[config.mk]
export PLATFORM = sky130hd
export DESIGN_NAME = add_1bit
export DESIGN_NICKNAME = d
export VERILOG_FILES = /design/src/rtl/add_1bit.sv
export SDC_FILE = /design/constraint.sdc
export NUM_CORES = 1
export LEC_CHECK = 0
export ABC_AREA = 1
export CAP_MARGIN = 15
export CORE_AREA = 2 2 39 41
export DETAILED_ROUTE_END_ITERATION = 10
export DIE_AREA = 0 0 41 43
export PLACE_DENSITY = 0.64
export SYNTH_ARGS = -nofsm -noshare
export SYNTH_HDL_FRONTEND = slang
export SYNTH_SLANG_ARGS = --single-unit
[constraint.sdc]
create_clock -name clk -period 2.8 [get_ports clk]
set_clock_uncertainty 0.15 [all_clocks]
set_input_delay 0.56 -clock clk [delete_from_list [all_inputs] [get_ports clk]]
set_output_delay 0.56 -clock clk [all_outputs]
set_load 0.02 [all_outputs]
[src/rtl/add_1bit.sv]
// ----------------------------------------------------------------------------
// add_1bit
//
// Registered single-bit full adder. Each accepted cycle adds a, b and an
// effective carry-in, and presents sum / c_out one clock later. It can be
// used as a pipelined full-adder cell. When carry feedback is compiled in,
// it works as an LSB-first bit-serial adder.
//
// Build option:
//   ADD_1BIT_SERIAL_EN  defined   : the carry register feeds back. The
//                                   effective carry-in is c_in on a 'first'
//                                   bit and the stored carry on later bits.
//                       undefined : no carry register. The effective
//                                   carry-in is always c_in, and 'first'
//                                   only affects bit_cnt.
//
// Parameters:
//   CNT_W      width of bit_cnt (legal range 1..16)
//
// Ports:
//   clk        rising-edge clock
//   rst        synchronous active-high reset (has priority over in_valid)
//   in_valid   a / b / c_in / first are accepted this cycle
//   a, b       operand bits
//   c_in       external carry-in
//   first      marks the LSB of a serial word
//   sum        registered sum bit
//   c_out      registered carry-out bit
//   out_valid  one-cycle pulse: sum / c_out were updated by this cycle's edge
//   bit_cnt    bits accepted since the last 'first' (saturating)
//
// Handshake: in_valid qualifies the inputs and there is no backpressure, so
// every cycle with in_valid=1 is accepted. out_valid is high for exactly one
// cycle, one clock after acceptance. sum / c_out / bit_cnt then hold until the
// next accepted bit, so the consumer must sample them on the out_valid cycle.
// ----------------------------------------------------------------------------
module add_1bit #(
  parameter int CNT_W = 6
) (
  input  logic             clk,
  input  logic             rst,
  input  logic             in_valid,
  input  logic             a,
  input  logic             b,
  input  logic             c_in,
  input  logic             first,
  output logic             sum,
  output logic             c_out,
  output logic             out_valid,
  output logic [CNT_W-1:0] bit_cnt
);

  logic             sum_q, sum_d;
  logic             c_out_q, c_out_d;
  logic             out_valid_q, out_valid_d;
  logic [CNT_W-1:0] bit_cnt_q, bit_cnt_d;
  logic             ci;
  logic             cnt_at_max;

`ifdef ADD_1BIT_SERIAL_EN
  logic             carry_q, carry_d;
`endif

  // Effective carry-in. A 'first' bit always restarts the word from c_in.
  always_comb begin
`ifdef ADD_1BIT_SERIAL_EN
    ci = first ? c_in : carry_q;
`else
    ci = c_in;
`endif
  end

  // The counter saturates rather than wrapping, so long words still read as
  // "at least this many bits".
  assign cnt_at_max = (bit_cnt_q == {CNT_W{1'b1}});

  always_comb begin
    sum_d       = sum_q;
    c_out_d     = c_out_q;
    out_valid_d = 1'b0;
    bit_cnt_d   = bit_cnt_q;
`ifdef ADD_1BIT_SERIAL_EN
    carry_d     = carry_q;
`endif
    if (in_valid) begin
      sum_d       = a ^ b ^ ci;
      c_out_d     = (a & b) | (a & ci) | (b & ci);
      out_valid_d = 1'b1;
`ifdef ADD_1BIT_SERIAL_EN
      carry_d     = (a & b) | (a & ci) | (b & ci);
`endif
      if (first) begin
        bit_cnt_d = CNT_W'(1);
      end else if (!cnt_at_max) begin
        bit_cnt_d = bit_cnt_q + CNT_W'(1);
      end
    end
  end

  always_ff @(posedge clk) begin
    if (rst) begin
      sum_q       <= 1'b0;
      c_out_q     <= 1'b0;
      out_valid_q <= 1'b0;
      bit_cnt_q   <= '0;
`ifdef ADD_1BIT_SERIAL_EN
      carry_q     <= 1'b0;
`endif
    end else begin
      sum_q       <= sum_d;
      c_out_q     <= c_out_d;
      out_valid_q <= out_valid_d;
      bit_cnt_q   <= bit_cnt_d;
`ifdef ADD_1BIT_SERIAL_EN
      carry_q     <= carry_d;
`endif
    end
  end

  assign sum       = sum_q;
  assign c_out     = c_out_q;
  assign out_valid = out_valid_q;
  assign bit_cnt   = bit_cnt_q;

endmodule

==> results of run 1 <==
[report_power, final]
group          internal [uW]  switching [uW]
Clock                   54.8            43.3
Sequential               133            3.20
Combinational           22.1            22.5
[path summary, 6_finish.rpt]
path,start,to,slack [ns],cells past startpoint
setup reg to reg,bit_cnt[1]$_SDFFE_PP0P_,bit_cnt[0]$_SDFFE_PP0P_,1.37,8
hold / removal,bit_cnt[1]$_SDFFE_PP0P_,bit_cnt[1]$_SDFFE_PP0P_,0.36,2
hold reg to reg,bit_cnt[1]$_SDFFE_PP0P_,bit_cnt[1]$_SDFFE_PP0P_,0.36,2
setup / recovery,bit_cnt[1]$_SDFFE_PP0P_,bit_cnt[1],0.82,1
[cell families (layout without fill, tap and decap cells)]
logic type	after synthesis	in the layout
AND/OR/NAND/NOR	37	37
flip-flops	9	9
adder cells (fa/ha/maj)	2	2
buffers and inverters	10	28
AO/OA/AOI/OAI	6	6
[registers in the layout, indices dropped and copies added (netlist names)]
signal,flops
out_valid,1
bit_cnt,6
sum,1
c_out,1
[worst register-to-register path, cell delays in order (launching register included)]
cell	delay, ns
dfxtp_1	0.39
ha_1	0.21
nand2_2	0.10
nor2_4	0.15
nand2_4	0.09
nand2_4	0.08
nand2_1	0.06
nand2_1	0.05
nor2_1	0.04
[metrics by stage]
stage,cells,setup WS (ns),power [uW]
floorplan,64,1.33,162
global placement,94,0.901,183
detailed placement,94,0.879,184
CTS,98,0.813,282
global route,98,0.751,294
finish,98,0.817,279
[per-layer routing]
| layer | vias up | part of all wire, % | track usage, % |
|---|---|---|---|
| met4 | 0 | 1.4 | 10.0 |
| met5 | - | 0 | 0 |
| met2 | 11 | 49 | 20.0 |
| met1 | 196 | 43 | 14.8 |
| met3 | 2 | 6.2 | 3.66 |
| li1 | 231 | - | - |
[cell usage in the layout, fill, tap and decap left out]
cell type	instances
fa_1	1
inv_1	9
nand2_4	2
nand3_1	3
nor2_4	1
clkbuf_1	1
nor3_1	1
nor2_1	16
a21oi_1	2
clkbuf_4	3
ha_1	1
clkdlybuf4s50_1	15
nand3_2	2
nand2_1	10
o21ai_0	3
dfxtp_1	9
a21oi_2	1
nand2_2	2
[area by class of cell]
type                    count  area share (%)
clock buffers               4            3.98
inverters                   9            5.11
multi-input cells          45            37.9
well taps                  16            3.03
flip-flops and latches      9            27.3
repair buffers             15            22.7
==> flow_summary.toml, run 1 <==
[routing]
drt-total-wl_um = 884
drt_iter0_drc = 3
drc = 0
antenna_left = 0
dr_total_vias = 440
wl_per_cell_um = 9.02
viasPerCell = 4.49
drt-pass1-iter-count = 2

[floorplan]
core-area_sq_um = 1380
die_area_sq_um = 1760
num_io_pins = 16
die_h_um = 43
die_x_um = 41
start_util_pct = 34.5
row_count = 14

[logic_synthesis]
synth_flop_cell = "dfxtp_1"
yosysMostFrequentCell = "nor2_1"
synthAdderAreaFrac_pct = 6.81
synthesis.nets = 73
yosysWarnings = 0
synth_top_area_share_pct = 37.7
ys_seq_area_share_pct = 37.7
ys_ff_latch = 9
postSynth.asyncResetShare_pct = 0
synth_mux_area_share_pct = 0
yosys.area_share.simple_pct = 38.5
yosys-top-cells-area = "dfxtp_1, nor2_1, nand2_1"
synthTopCellsByCount = "nor2_1, nand2_1, dfxtp_1, inv_1"
synth.largest_area_cell = "dfxtp_1"
yosys.cell_types.count = 16
synthXorXnorAreaFrac_pct = 0
synth_edf_count = 0
syn_avg_cell_area_sq_um = 7.47
synthCells = 64
synth_top_family_by_area = "simple AND/OR/NAND/NOR gates"
netlist_area_sq_um = 478
synth-compound-area-share_pct = 7.07

[global_route]
grt_pass1_vias = 399
grt_pass1_wl_um = 1550
grt_antenna_before_repair = 0
grt_util_all_layers_pct = 13.2
overflow = 0
grt_max_degree = 12

[cells_and_area]
synthToLayoutAreaGrowth_pct = 38.2
n_fill_cell = 147
nets = 92
final_core_utilization_pct = 47.7
antennaDiodeCount = 0
multi_input_area_sq_um = 250
design_area_sq_um = 661
regArea_sq_um = 180
drive_above_1_share_pct = 13.4

[clock_network]
hold_buffers = 0
cts_buffer_depth = 2
clock_latency_ns = 0.25
path_clk_slew_ns = 0.06
cts-htree-levels = 1
cts_resized = 0
cts_tree = "done"
cts.sink_count = 9
cts_inserted_buffers = 3
root_buffer = "clkbuf_4"
post-cts-setup-buffers = 0

[timing]
fmax_mhz = 504
report.final.slew_viol_count = 0
hold_viol = 0
max-slew-margin-rel_pct = 69.6
grt_setup_unrepaired = "false"
fin_crit_sh_pct = 70.8
worstMarginPinSlew_ns = 0.455
period_needed_ns = 1.98
setup_viol = 0
tns_ns = 0
fin_hold_ws_ns = 0.358

[placed_design]
placed_area_sq_um = 634
place_congestion = 0.701
place_hpwl_um = 729
io_buffer_count = 15

[worst_setup_path]
cp_num_buf_inv = 1
setup.worst_path.start_class = "flop"
cp.arrival_ns = 1.27
path_cells = "clkdlybuf4s50_1"
cp_top_family = "buffers and inverters"
path_max_fanout = 4
criticalPathCategory = "flop to primary output"
slowest_delay_ns = 0.63
cp.required_ns = 2.09
cp_slowest_cell = "clkdlybuf4s50_1"
endpoint_kind = "primary output"

[outcome]
outcome = "completed"

[run]
maxCapViolations = 0

[power_and_ir_drop]
leakage_uw = 0.000298
vdd_drop_max_v = 0.000218
power.density_nw_per_um2 = 422

[hold_path]
hp-class = "flop to flop"
(Power assumes the default switching activity.)
==> run 2: changes to the inputs <==
clock period = 2 ns   (was 2.8 ns; I/O delays follow)
==> run 2 against run 1 <==
Against the previous run:
- final area rose by 1.1%
- non-clock buffer count is 1 higher
- sequential cell count is the same
- clock power is 42% higher
- sequential share of layout area down 0.31 points
- cell count is 1.0% higher
- critical path type unchanged
==> flow_summary.toml, run 2 (synthesized netlist as in run 1, its figures left out) <==
[outcome]
outcome = "completed"

[floorplan]
die_h_um = 43
core-area_sq_um = 1380
die_area_sq_um = 1760
start_util_pct = 34.5
num_io_pins = 16
die_x_um = 41
row_count = 14

[worst_setup_path]
slowest_delay_ns = 0.63
cp.required_ns = 1.45
cp_num_buf_inv = 1
criticalPathCategory = "flop to primary output"
cp_slowest_cell = "clkdlybuf4s50_1"
cp.arrival_ns = 1.28
path_max_fanout = 4
endpoint_kind = "primary output"
setup.worst_path.start_class = "flop"
cp_top_family = "buffers and inverters"
path_cells = "clkdlybuf4s50_1"

[routing]
drt-total-wl_um = 868
dr_total_vias = 439
drt_iter0_drc = 6
drt-pass1-iter-count = 4
viasPerCell = 4.43
drc = 0
antenna_left = 0
wl_per_cell_um = 8.77

[timing]
hold_viol = 0
max-slew-margin-rel_pct = 85.6
setup_viol = 0
fmax_mhz = 547
tns_ns = 0
layout_setup_ws_ns = 0.173
fin_hold_ws_ns = 0.354
grt_setup_unrepaired = "false"
report.final.slew_viol_count = 0
period_needed_ns = 1.83
fin_crit_sh_pct = 91.3
worstMarginPinSlew_ns = 0.215

[power_and_ir_drop]
vdd_drop_max_v = 0.000278
finalPower_uw = 394
power.density_nw_per_um2 = 589
leakage_uw = 0.000303

[cells_and_area]
regArea_sq_um = 180
drive_above_1_share_pct = 14.5
antennaDiodeCount = 0
n_fill_cell = 142
synthToLayoutAreaGrowth_pct = 39.8
layout_common_cells = "nor2_1, clkdlybuf4s50_1, nand2_1, inv_1, dfxtp_1"
multi_input_area_sq_um = 250
nets = 93
layout_commonest_cell = "nor2_1"
largest_reg_flops = 6

[global_route]
grt_util_all_layers_pct = 11.5
grt_pass1_vias = 351
grt_max_degree = 12
overflow = 0
grt_antenna_before_repair = 0
grt_pass1_wl_um = 1340

[clock_network]
cts_inserted_buffers = 3
cts_tree = "done"
clock_latency_ns = 0.26
post-cts-setup-buffers = 0
hold_buffers = 0
cts_buffer_depth = 2
cts.sink_count = 9
cts_resized = 0
root_buffer = "clkbuf_4"
cts-htree-levels = 1
path_clk_slew_ns = 0.07

[placed_design]
place_congestion = 0.677
place_hpwl_um = 669
io_buffer_count = 15
place_ws_ns = 0.280

[run]
maxCapViolations = 0

[hold_path]
hp-class = "flop to flop"
run 2: cell types whose count changed in the layout (fill, tap and decap cells not counted):
cell and delta:
buf_4 +1
run 2: worst register-to-register path, cell delays in order (launching register included):
cell     delay, ns
dfxtp_1       0.39
ha_1          0.21
nand2_2       0.09
nor2_4        0.14
nand2_4       0.09
nand2_4       0.09
nand2_1       0.05
nand2_1       0.05
nor2_1        0.04
run 2: layout make-up:
cell class,count,share of cell area (%)
inverter,9,5.06
timing repair buffer,16,23.6
tap,16,3.00
multi-input combinational,45,37.5
sequential,9,27.0
clock buffer,4,3.93
run 2: metal layers:
metal | track usage, % | vias to the layer above | routed length (um)
met5 | 0 | - | 0
met4 | 10.0 | 0 | 12
met3 | 3.14 | 2 | 51
met2 | 15.0 | 11 | 388
met1 | 14.6 | 189 | 416
li1 | - | 237 | -
run 2: through the flow:
step	cells	utilization, %	area (sq um)
final	99	48.3	668
after global routing	99	48.3	668
after CTS	99	48.3	668
after detailed placement	95	46.4	642
after global placement	95	46.4	642
after floorplan	64	-	478
run 2: path summary, 6_finish.rpt:
path / startpoint / to / slack (ns) / depth (start not counted)
setup / recovery: bit_cnt[1]$_SDFFE_PP0P_ / bit_cnt[1] / 0.17 / 1
hold / removal: bit_cnt[1]$_SDFFE_PP0P_ / bit_cnt[1]$_SDFFE_PP0P_ / 0.35 / 2
setup reg to reg: bit_cnt[1]$_SDFFE_PP0P_ / bit_cnt[0]$_SDFFE_PP0P_ / 0.61 / 8
hold reg to reg: bit_cnt[1]$_SDFFE_PP0P_ / bit_cnt[1]$_SDFFE_PP0P_ / 0.35 / 2
run 2: power by group:
group          internal (uW)  switching (uW)  leakage [uW]
combinational           32.2            31.3      0.000214
sequential               186            4.64     0.0000737
clock                   76.7            62.5     0.0000150
total                    295            98.5      0.000303
==> run 3: changes to the inputs <==
SETUP_SLACK_MARGIN = 0.5   (was not set)
==> run 3 against run 2 <==
Against the previous run:
- clock power about the same
- hold slack worse by 0.025 ns
- sequential share of layout area up 1.2 points
- utilization fell by 1.8 points
- wire length up 1.2%
- register-to-register slack gained 0.02 ns
- critical path depth did not move
- first-iteration DRC count decreased by 17%
==> flow_summary.toml, run 3 (synthesized netlist as in run 1, its figures left out) <==
[outcome]
outcome = "completed"

[hold_path]
min_from = "bit_cnt[1]$_SDFFE_PP0P_"
hp-class = "flop to flop"
hold_end = "bit_cnt[1]$_SDFFE_PP0P_"
hold_depth = 2

[power_and_ir_drop]
sw_frac_of_total_pct = 25.4
leakage_uw = 0.000331
pwr-share-comb_pct = 14.9
vdd_drop_max_v = 0.000274
internal_power_uw = 290
finalPower_uw = 388
pwr-share-clk_pct = 35.9
netSwitchingPower_uw = 98.4
power.density_nw_per_um2 = 604
seq_power_share_pct = 49.2

[clock_network]
cts-htree-levels = 1
path_clk_slew_ns = 0.07
cts.sink_count = 9
clock_latency_ns = 0.26
root_buffer = "clkbuf_4"
cts_buffer_depth = 2
cts_tree = "done"
cts_inserted_buffers = 3

[worst_setup_path]
cp_slowest_cell = "dlygate4sd2_1"
r2r-end = "bit_cnt[0]$_SDFFE_PP0P_"
cp_top_family = "buffers and inverters"
cp.required_ns = 1.45
slowest_delay_ns = 0.33
cp_num_buf_inv = 1
setup.worst_path.start_class = "flop"
worst_r2r_path_depth = 8
r2r_start = "bit_cnt[0]$_SDFFE_PP0P_"
ff2ff_setup_slack_ns = 0.63
criticalPathCategory = "flop to primary output"
cp.arrival_ns = 0.91
path_cells = "dlygate4sd2_1"
endpoint_kind = "primary output"
path_max_fanout = 2

[routing]
viasPerCell = 4.44
drt-pass1-iter-count = 4
drc = 0
antenna_left = 0
wl_per_cell_um = 8.87
drt-total-wl_um = 878
dr_total_vias = 440
drt_iter0_drc = 5

[timing]
fmax_mhz = 687
grt_setup_unrepaired = "false"
period_needed_ns = 1.46
tns_ns = 0
hold_viol = 0
report.final.slew_viol_count = 0
fin_crit_sh_pct = 72.8
setup_viol = 0
max-slew-margin-rel_pct = 86.6
layout_setup_ws_ns = 0.544
worstMarginPinSlew_ns = 0.201

[global_route]
overflow = 0
grt_max_degree = 12
grt_pass1_wl_um = 1350
grt_util_all_layers_pct = 11.6
grt_antenna_before_repair = 0
grt_pass1_vias = 357

[placed_design]
place_congestion = 0.677
place_hpwl_um = 669
io_buffer_count = 15
place_ws_ns = 0.280
placedCellCount = 95

[run]
maxCapViolations = 0

[floorplan]
num_io_pins = 16
die_x_um = 41
die_h_um = 43
start_util_pct = 34.5
die_area_sq_um = 1760
core-area_sq_um = 1380
row_count = 14

[cells_and_area]
regArea_sq_um = 181
final_core_utilization_pct = 46.5
nets = 93
antennaDiodeCount = 0
synthToLayoutAreaGrowth_pct = 34.6
n_fill_cell = 147
layout_common_cells = "nor2_1, nand2_1, inv_1, dfxtp_1, clkdlybuf4s50_1"
multi_input_area_sq_um = 250
stdcell_count = 99
largest_reg_flops = 6
drive_above_1_share_pct = 21.7
layout_commonest_cell = "nor2_1"
-- run 3: cell type report --
cell class                 instances  area share (%)
sequential                         9            28.2
multi-input combinational         45            38.9
inverter                           9            5.25
clock buffer                       4            4.09
tap                               16            3.11
timing repair buffer              16            20.4
-- run 3: repair_timing --
item                                    CTS  global route
resized for setup                        13            11
pin swaps                                 0             1
setup buffers                             0             0
hold buffers                              0             0
gates cloned                              0             0
hold endpoints to repair                  0             0
endpoints found under the setup margin    9             8
-- run 3: through the flow --
| step | hold WS [ns] | instance area, sq um |
|---|---|---|
| global route | 0.356 | 643 |
| detailed placement | 0.347 | 642 |
| finish | 0.330 | 643 |
| CTS | 0.356 | 662 |
| floorplan | 0.312 | 478 |
| global placement | 0.348 | 642 |
-- run 3: worst max path at each step --
stage                             from                      end  cells past startpoint
3_5_place_dp                         a         sum$_SDFFE_PP0P_                      4
5_1_grt             c_out$_SDFFE_PP0P_                    c_out                      1
3_3_place_gp                         a         sum$_SDFFE_PP0P_                      4
4_1_cts        bit_cnt[1]$_SDFFE_PP0P_               bit_cnt[1]                      1
6_report            c_out$_SDFFE_PP0P_                    c_out                      1
2_1_floorplan  bit_cnt[1]$_SDFFE_PP0P_  bit_cnt[0]$_SDFFE_PP0P_                      8
-- run 3: metal layers --
| metal | wire, um | track usage, % |
|---|---|---|
| met1 | 417 | 14.6 |
| met2 | 389 | 15.3 |
| met3 | 59 | 3.14 |
| met4 | 12 | 10.0 |
| met5 | 0 | 0 |
-- run 3: power groups by stage --
| stage | Combinational, uW | Clock [uW] | Sequential (uW) |
|---|---|---|---|
| floorplan | 24.7 | 0 | 203 |
| global placement | 63.3 | 0 | 195 |
| detailed placement | 63.5 | 0 | 195 |
| CTS | 60.2 | 145 | 191 |
| global route | 64.2 | 156 | 192 |
| finish | 58.0 | 139 | 191 |
